==> src/rtl/fifo_rd_ctrl_if.sv <==
// rtl/fifo_rd_ctrl_if.sv - FIFO read side and consumer handshake bundle for fifo_rd_ctrl
interface fifo_rd_ctrl_if #(
  parameter int DATA_WIDTH = 8
);
  logic                  rempty;
  logic [DATA_WIDTH-1:0] rdata;
  logic                  rinc;
  logic [DATA_WIDTH-1:0] tx_data;
  logic                  tx_valid;
  logic                  tx_busy;

  modport master (
    input  rempty, rdata, tx_busy,
    output rinc, tx_data, tx_valid
  );

  modport slave (
    output rempty, rdata, tx_busy,
    input  rinc, tx_data, tx_valid
  );
endinterface

==> src/rtl/fifo_rd_ctrl.sv <==
// rtl/fifo_rd_ctrl.sv - pops bytes from a FIFO and hands them to a busy-handshaked consumer
module fifo_rd_ctrl #(
  parameter int DATA_WIDTH  = 8,
  parameter int ACK_TIMEOUT = 15,
  parameter int CNT_WIDTH   = 16
) (
  input  logic                 rclk,
  input  logic                 rrst_n,
  input  logic                 enable,
  input  logic                 err_clr,
  output logic                 timeout_err,
  output logic [CNT_WIDTH-1:0] sent_count,
  output logic                 ctrl_busy,
  fifo_rd_ctrl_if.master       bus
);

  localparam int TW = $clog2(ACK_TIMEOUT) + 1;
  localparam logic [TW-1:0] TMO_LAST = TW'(ACK_TIMEOUT - 1);

  typedef enum logic [1:0] {
    IDLE      = 2'd0,
    ISSUE     = 2'd1,
    WAIT_ACK  = 2'd2,
    WAIT_DONE = 2'd3
  } state_t;

  state_t                state;
  logic [TW-1:0]         tmo_cnt;
  logic                  rinc_q;
  logic                  tx_valid_q;
  logic [DATA_WIDTH-1:0] tx_data_q;

  always_ff @(posedge rclk or negedge rrst_n) begin
    if (!rrst_n) begin
      state       <= IDLE;
      tmo_cnt     <= '0;
      rinc_q      <= 1'b0;
      tx_valid_q  <= 1'b0;
      tx_data_q   <= '0;
      timeout_err <= 1'b0;
      sent_count  <= '0;
    end else begin
      // Clear first so a timeout set later in this block takes priority.
      if (err_clr) timeout_err <= 1'b0;
      case (state)
        IDLE: begin
          if (enable && !bus.rempty && !bus.tx_busy) begin
            state      <= ISSUE;
            tx_data_q  <= bus.rdata;
            tx_valid_q <= 1'b1;
            rinc_q     <= 1'b1;
          end
        end
        ISSUE: begin
          tx_valid_q <= 1'b0;
          rinc_q     <= 1'b0;
          tmo_cnt    <= '0;
          state      <= WAIT_ACK;
        end
        WAIT_ACK: begin
          if (bus.tx_busy) begin
            state      <= WAIT_DONE;
            sent_count <= sent_count + CNT_WIDTH'(1);
          end else if (tmo_cnt == TMO_LAST) begin
            // Consumer never acknowledged; the popped byte is dropped.
            state       <= IDLE;
            timeout_err <= 1'b1;
          end else begin
            tmo_cnt <= tmo_cnt + TW'(1);
          end
        end
        WAIT_DONE: begin
          if (!bus.tx_busy) state <= IDLE;
        end
        default: state <= IDLE;
      endcase
    end
  end

  assign ctrl_busy    = (state != IDLE);
  assign bus.rinc     = rinc_q;
  assign bus.tx_valid = tx_valid_q;
  assign bus.tx_data  = tx_data_q;

endmodule

==> src/flat_wrapper.sv <==
// flat-port wrapper written by rule: the top's interface ports become plain ports
module fifo_rd_ctrl_flat 
#(
  parameter int DATA_WIDTH  = 8,
  parameter int ACK_TIMEOUT = 15,
  parameter int CNT_WIDTH   = 16
)
  (rclk, rrst_n, enable, err_clr, timeout_err, sent_count, ctrl_busy, bus_rempty, bus_rdata, bus_tx_busy, bus_rinc, bus_tx_data, bus_tx_valid);
  fifo_rd_ctrl_if #(.DATA_WIDTH(DATA_WIDTH)) bus_i ();
  input  logic rclk;
  input  logic rrst_n;
  input  logic enable;
  input  logic err_clr;
  output logic timeout_err;
  output logic [CNT_WIDTH-1:0] sent_count;
  output logic ctrl_busy;
  input wire logic [$bits(bus_i.rempty)-1:0] bus_rempty;
  input wire logic [$bits(bus_i.rdata)-1:0] bus_rdata;
  input wire logic [$bits(bus_i.tx_busy)-1:0] bus_tx_busy;
  output wire logic [$bits(bus_i.rinc)-1:0] bus_rinc;
  output wire logic [$bits(bus_i.tx_data)-1:0] bus_tx_data;
  output wire logic [$bits(bus_i.tx_valid)-1:0] bus_tx_valid;
  assign bus_i.rempty = bus_rempty;
  assign bus_i.rdata = bus_rdata;
  assign bus_i.tx_busy = bus_tx_busy;
  assign bus_rinc = bus_i.rinc;
  assign bus_tx_data = bus_i.tx_data;
  assign bus_tx_valid = bus_i.tx_valid;
  fifo_rd_ctrl #(.DATA_WIDTH(DATA_WIDTH), .ACK_TIMEOUT(ACK_TIMEOUT), .CNT_WIDTH(CNT_WIDTH)) u_core (.rclk(rclk), .rrst_n(rrst_n), .enable(enable), .err_clr(err_clr), .timeout_err(timeout_err), .sent_count(sent_count), .ctrl_busy(ctrl_busy), .bus(bus_i));
endmodule
==> config.mk <==
export PLATFORM = sky130hd
export DESIGN_NAME = fifo_rd_ctrl_flat
export DESIGN_NICKNAME = d
export VERILOG_FILES = /design/src/rtl/fifo_rd_ctrl_if.sv /design/src/rtl/fifo_rd_ctrl.sv /design/src/flat_wrapper.sv
export SDC_FILE = /design/constraint.sdc
export NUM_CORES = 1
export LEC_CHECK = 0
export CORE_ASPECT_RATIO = 1.4
export CORE_MARGIN = 2
export CORE_UTILIZATION = 42
export CTS_CLUSTER_SIZE = 30
export DETAILED_ROUTE_END_ITERATION = 8
export GPL_ROUTABILITY_DRIVEN = 0
export GPL_TIMING_DRIVEN = 0
export PLACE_DENSITY = 0.71
export SETUP_SLACK_MARGIN = 0.1
export SLEW_MARGIN = 20
export SYNTH_ARGS = -nofsm -noshare
export SYNTH_HDL_FRONTEND = slang
export SYNTH_SLANG_ARGS = --single-unit
==> constraint.sdc <==
create_clock -name rclk -period 2.5 [get_ports rclk]
set_clock_uncertainty 0.2 [all_clocks]
set_input_delay 0.375 -clock rclk [delete_from_list [all_inputs] [get_ports rclk]]
set_output_delay 0.375 -clock rclk [all_outputs]
set_load 0.005 [all_outputs]
==> results of run 1 <==
## Yosys cell counts, drive strengths merged
library cell	count	area (um^2)
nor2	7	26.28
o211ai	1	7.510
nand4	3	18.77
inv	5	18.77
mux2	8	90.09
or2	2	15.02
nand3b	1	20.02
nand2	8	30.03
or4	1	7.510
dfrtp	33	825.8
nor4b	1	23.77
xor2	3	26.28
a22o	3	26.28
a21boi	2	15.01
a311oi	2	17.52
and4b	1	10.01
xnor2	12	105.1
o41ai	2	17.52
o21ai	1	5.000
nand3	5	25.02
nor3	1	5.000
nand2b	4	25.02
nor2b	1	6.260
clkbuf	2	7.510
and3	2	12.51
nand4b	1	8.760
a31oi	1	6.260
ha	3	37.54
buf	2	15.01
o32ai	1	8.760
nor4	1	12.51
a21oi	2	10.01
and4	2	17.52
a21o	2	15.01
## critical path: stages, from the launching register on
cell	delay, ns
dfrtp_1	0.44
or2_4	0.27
nor4b_4	0.57
mux2_2	0.42
## area by class of cell
cell class	instances	area (um^2)
fillers	265	1301
flip-flops and latches	33	825.8
multi-input cells	84	651.9
repair buffers	41	405.4
clock buffers	5	68.82
clock inverters	3	65.06
well taps	40	50.05
plain buffers	4	22.52
inverters	5	18.77
## path summary, 6_finish.rpt
check | endpoint | slack [ns] | depth (start not counted)
setup / recovery | u_core.bus.tx_data[4]$_DFFE_PN0P_ | 0.49 | 3
hold / removal | u_core.timeout_err$_DFF_PN0_ | 0.20 | 2
setup reg to reg | u_core.bus.tx_data[4]$_DFFE_PN0P_ | 0.49 | 3
hold reg to reg | u_core.sent_count[15]$_DFFE_PN0P_ | 0.28 | 1
max in group asynchronous | u_core.bus.tx_data[0]$_DFFE_PN0P_ | 1.13 | 2
min in group asynchronous | u_core.sent_count[4]$_DFFE_PN0P_ | 0.49 | 2
## kinds of logic after synthesis
logic type	count (synthesis)
and+or+nand+nor	41
xor gates and xnor gates	15
DFF	33
adders and majority gates	3
buffers and inverters	9
muxes	8
AOI/OAI and AO/OA	17
## flip-flops by register name (all words and copies together) (netlist names)
| name | flops |
|---|---|
| u_core.sent_count | 16 |
| u_core.tmo_cnt | 5 |
| u_core.bus.tx_data | 8 |
| u_core.timeout_err | 1 |
| u_core.state | 2 |
| u_core.bus.rinc | 1 |
## metrics by stage
step | setup slack [ns] | area [um^2] | power (uW)
after floorplan | 0.6745 | 1519 | 1115
after global placement | 0.2156 | 1969 | 1441
after detailed placement | 0.3047 | 1964 | 1475
after CTS | 0.4683 | 2108 | 2076
after global routing | 0.3840 | 2108 | 2173
final | 0.4859 | 2108 | 2049
## placed cells by master (no fill, tap or decap), drive strengths merged, types with 4 or more instances in the layout
cell type / count
clkbuf: 7
clkdlybuf4s50: 39
dfrtp: 33
inv: 5
mux2: 8
nand2: 8
nand2b: 4
nand3: 5
nor2: 7
xnor2: 12
## per-layer routing
layer,part of all wire [%],routed length (um)
met4,1.2,39
met5,0,0
met3,4.3,136
met1,41,1278
met2,54,1685
## power groups by stage
stage | sequential (uW) | clock (uW) | combinational [uW]
floorplan | 804 | 0 | 311
CTS | 806 | 604 | 667
finish | 805 | 589 | 655
global route | 836 | 628 | 709
global placement | 802 | 0 | 639
detailed placement | 813 | 0 | 662
==> results.md, run 1 <==
* Status: complete, no violations
* Row cnt at 25
* Initial Util at 44.55%
* Critical Path Source: u_core.state[1]$_DFFE_PN0P_
* Post-Syn Nets at 143
* Resize count post-CTS at 0
* Max-slew headroom at 50.50%
* Logic pwr share at 32.0%
* Slew Limit Fails at 0
* Vias in the first global route at 1,120
* Synth Area in Compound Gates at 8.484%
* Sw frac at 27.96%
* CTS tree: built
* Nets@finish at 191
* Most Used Layer, Global Route: met2
* Detail Placement HPWL at 2302 um
* Aggregate global-route resource usage at 17.61%
* Number of synthesis warnings at 0
* Unrepaired setup endpoints after global routing: no
* Final min period at 2.014 ns
* I/O pins at 42
* First-pass GRT wire length at 5106 um
* ANT nets after route at 0
* Clock Latency Late Sink at 0.28 ns
* Post-synthesis mux area share at 5.931%
* Pin count of the biggest net entering global routing at 34
* Postcts setup bufs at 0
* Worst setup EP type: flop
* Final setup viols at 0
* Psw at 572.9 uW
* Vias per Instance at 5.288
* Die height at 75.16 um
* MaxCap Viol Count at 0
* Mapped Cells at 126
* Layout area overhead at 38.80%
* Clk pwr share at 28.8%
* Worst Setup Start Kind: flop
* Grt met3 use at 4.762%
* PwrDens at 972.1 nW/um^2
* CP Data Arrival Time at 1.97 ns
* Critical path data required time at 2.46 ns
* Crit path max fanout at 10
* Total wire length at 3139 um
* Vias at 1,137
* Sequential area share after synthesis at 54.37%
* ANT cells at 0
* Simple-gate share of the synthesized area at 17.38%
* Per-cell routed wire length at 14.60 um
* Synth Area in Adders at 2.471%
* Clk root buf: clkbuf_8
* Post-Synth XOR/XNOR Area at 8.649%
* Peak VDD IR at 0.0009890 V
* Remaining DRCs at 0
* Met2 usage at 28.57%
* Setup CP Type: reg -> reg
* Worst reg2reg path startpoint: u_core.state[1]$_DFFE_PN0P_
* Hold WS at 0.2049 ns
* Top achievable clock speed at 496.5 MHz
* Fin. Hold Viols at 0
* Die area at 4120 um^2
* Layout cell share with drive strength beyond 1 at 13.71%
* Worst hold path type: in -> reg
* # port buffers at 40
* Slew @ Worst Pin at 0.7426 ns
* Initial antenna violation count at 0
* CTS Buf Count at 5
* Largest family of logic cells by synthesized area: simple AND/OR/NAND/NOR gates
* Final total negative setup slack at 0 ns
* Synthesis-stage register bit count at 33
* Die W at 54.83 um
* Core Region at 3410 um^2
* GR Layer Usage met1 at 20.95%
* DR iter-0 viols at 17
* Clock transition at the registers of the reported paths at 0.07 ns
* Final Core Density at 61.83%
* CTS H-tree lvls at 2
* Pre-antenna DRT Iters at 6
* Crit share post-route at 80.57%
* Placed insts at 206
* Count of cell types in the netlist at 35
* Power share of the sequential group at 39.3%
* Leak Pwr at 0.0009332 uW
* Min-delay src: bus_tx_busy
* CTS sink count at 33
* Clock Tree Buf Depth at 2
* P_int at 1477 uW
* Hold Buf Count CTS at 1
* Mapped Avg Cell Area at 12.06 um^2
* Grt total ovfl at 0
* Fin cells at 215
* Area of the mapped netlist at 1519 um^2
Power figures use the tool's default switching activity.
==> run 2, diff against run 1 <==
==> constraint.sdc (replaced) <==
create_clock -name rclk -period 1.9 [get_ports rclk]
set_clock_uncertainty 0.2 [all_clocks]
set_input_delay 0.285 -clock rclk [delete_from_list [all_inputs] [get_ports rclk]]
set_output_delay 0.285 -clock rclk [all_outputs]
set_load 0.005 [all_outputs]
==> run 2 against run 1 <==
Net effect:
- via count is 1.3% higher
- total power grew 22%
- worst hold slack lost 0.078 ns
- register-to-register slack worse by 0.38 ns
- critical path type unchanged
- largest power group unchanged
==> results.md, run 2 (synthesis gave the netlist of run 1 again) <==
* Status: complete, no violations
* Clk root buf: clkbuf_8
* Per-cell routed wire length at 14.07 um
* MaxCap Viol Count at 0
* Die W at 54.83 um
* Clock Tree Buf Depth at 2
* Row cnt at 25
* CTS sink count at 33
* Slew Limit Fails at 0
* PwrDens at 1167 nW/um^2
* Unrepaired setup endpoints after global routing: yes
* Peak VDD IR at 0.0007426 V
* Top achievable clock speed at 557.0 MHz
* Commonest non-fill, non-tap cell in the layout: clkdlybuf4s50_1
* Aggregate global-route resource usage at 17.36%
* Initial antenna violation count at 0
* Layout cell share with drive strength beyond 1 at 18.48%
* Clock transition at the registers of the reported paths at 0.06 ns
* Final setup viols at 0
* Worst reg2reg path startpoint: u_core.state[0]$_DFFE_PN0P_
* Pin count of the biggest net entering global routing at 34
* Total wire length at 3151 um
* Layout area overhead at 41.02%
* Grt total ovfl at 0
* Vias per Instance at 5.143
* Multi-input gate area at 666.9 um^2
* Vias at 1,152
* ANT nets after route at 0
* Worst setup EP type: flop
* Critical path data required time at 1.86 ns
* Min-delay src: bus_tx_busy
* Final instance area at 2142 um^2
* Initial Util at 44.55%
* Slew @ Worst Pin at 0.7259 ns
* Fillers at 286
* CTS Buf Count at 5
* Worst hold path type: in -> reg
* # port buffers at 40
* CP Data Arrival Time at 1.76 ns
* Seq. cell area at 825.8 um^2
* Detail Placement HPWL at 2258 um
* Most frequent cells in the layout: clkdlybuf4s50_1, dfrtp_1, xnor2_1, buf_4
* Vias in the first global route at 1,147
* Critical Path Source: u_core.state[0]$_DFFE_PN0P_
* Crit share post-route at 94.49%
* Pre-antenna DRT Iters at 4
* Die height at 75.16 um
* CTS tree: built
* Nets@finish at 200
* CTS H-tree lvls at 2
* Fin. Hold Viols at 0
* Die area at 4120 um^2
* I/O pins at 42
* Leak Pwr at 0.0009559 uW
* First-pass GRT wire length at 5023 um
* Final min period at 1.795 ns
* Crit path max fanout at 9
* Setup CP Type: reg -> reg
* Worst Setup Start Kind: flop
* Max-slew headroom at 51.61%
* ANT cells at 0
* Total chip power at 2499 uW
* Largest Register: u_core.sent_count
* Placed cell area at 1964 um^2
* Clock Latency Late Sink at 0.28 ns
* DR iter-0 viols at 8
* Core Region at 3410 um^2
* Number of flip-flops in the largest register at 16
* Remaining DRCs at 0
==> run 2: power breakdown <==
group / internal (uW) / total (uW) / switching, uW
Clock: 253 / 489 / 236
Combinational: 600 / 978 / 378
Sequential: 888 / 1030 / 144
Total: 1740 / 2500 / 757
==> run 2: metal layers <==
metal	global-route usage (%)	vias to the layer above	wire length, um
li1	-	561	-
met1	19.38	560	1284
met2	29.23	24	1675
met3	5.357	7	131
met4	8.333	0	60
met5	0	-	0
==> run 2: area by class of cell <==
| class | count | share of cell area (%) |
|---|---|---|
| buffer | 4 | 1.051 |
| clock buffer | 6 | 3.388 |
| clock inverter | 2 | 0.4673 |
| inverter | 5 | 0.8762 |
| multi-input combinational | 84 | 31.13 |
| sequential | 33 | 38.55 |
| tap | 40 | 2.336 |
| timing repair buffer | 50 | 22.20 |
==> run 2: final timing paths <==
check                                                    end  slack [ns]  cells past startpoint
max                        u_core.bus.tx_data[2]$_DFFE_PN0P_        0.10                      4
min                              u_core.state[0]$_DFFE_PN0P_        0.13                      2
max reg2reg                u_core.bus.tx_data[2]$_DFFE_PN0P_        0.10                      4
min reg2reg                u_core.sent_count[15]$_DFFE_PN0P_        0.27                      1
max in group asynchronous      u_core.tmo_cnt[1]$_DFFE_PN0P_        0.63                      2
min in group asynchronous   u_core.sent_count[7]$_DFFE_PN0P_        0.41                      2
==> run 2: timing repair <==
item | 4_1_cts | 5_1_grt
hold buffers | 1 | 0
resized for setup | 2 | 3
endpoints found under the hold margin | 33 | 0
pin swaps | 1 | 1
setup endpoints to repair | 12 | 15
buffers inserted | 6 | 3
==> run 2: worst max-delay path: stages (launching register included) <==
cell and delay [ns]:
dfrtp_1 0.39, or2_4 0.27, nor4b_4 0.29, buf_6 0.18, mux2_2 0.34
==> run 2: through the flow <==
stage	TNS (ns)	utilization (%)	hold WS [ns]	cells	worst slack, ns
global placement	-10.26	57.76	0.2621	206	-0.2642
global route	0	62.83	0.1368	224	0.06234
finish	0	62.83	0.1274	224	0.1047
detailed placement	-1.772	57.61	0.1777	206	-0.2306
floorplan	0	-	-0.2106	126	0.07450
CTS	0	61.72	0.1196	221	0.1088
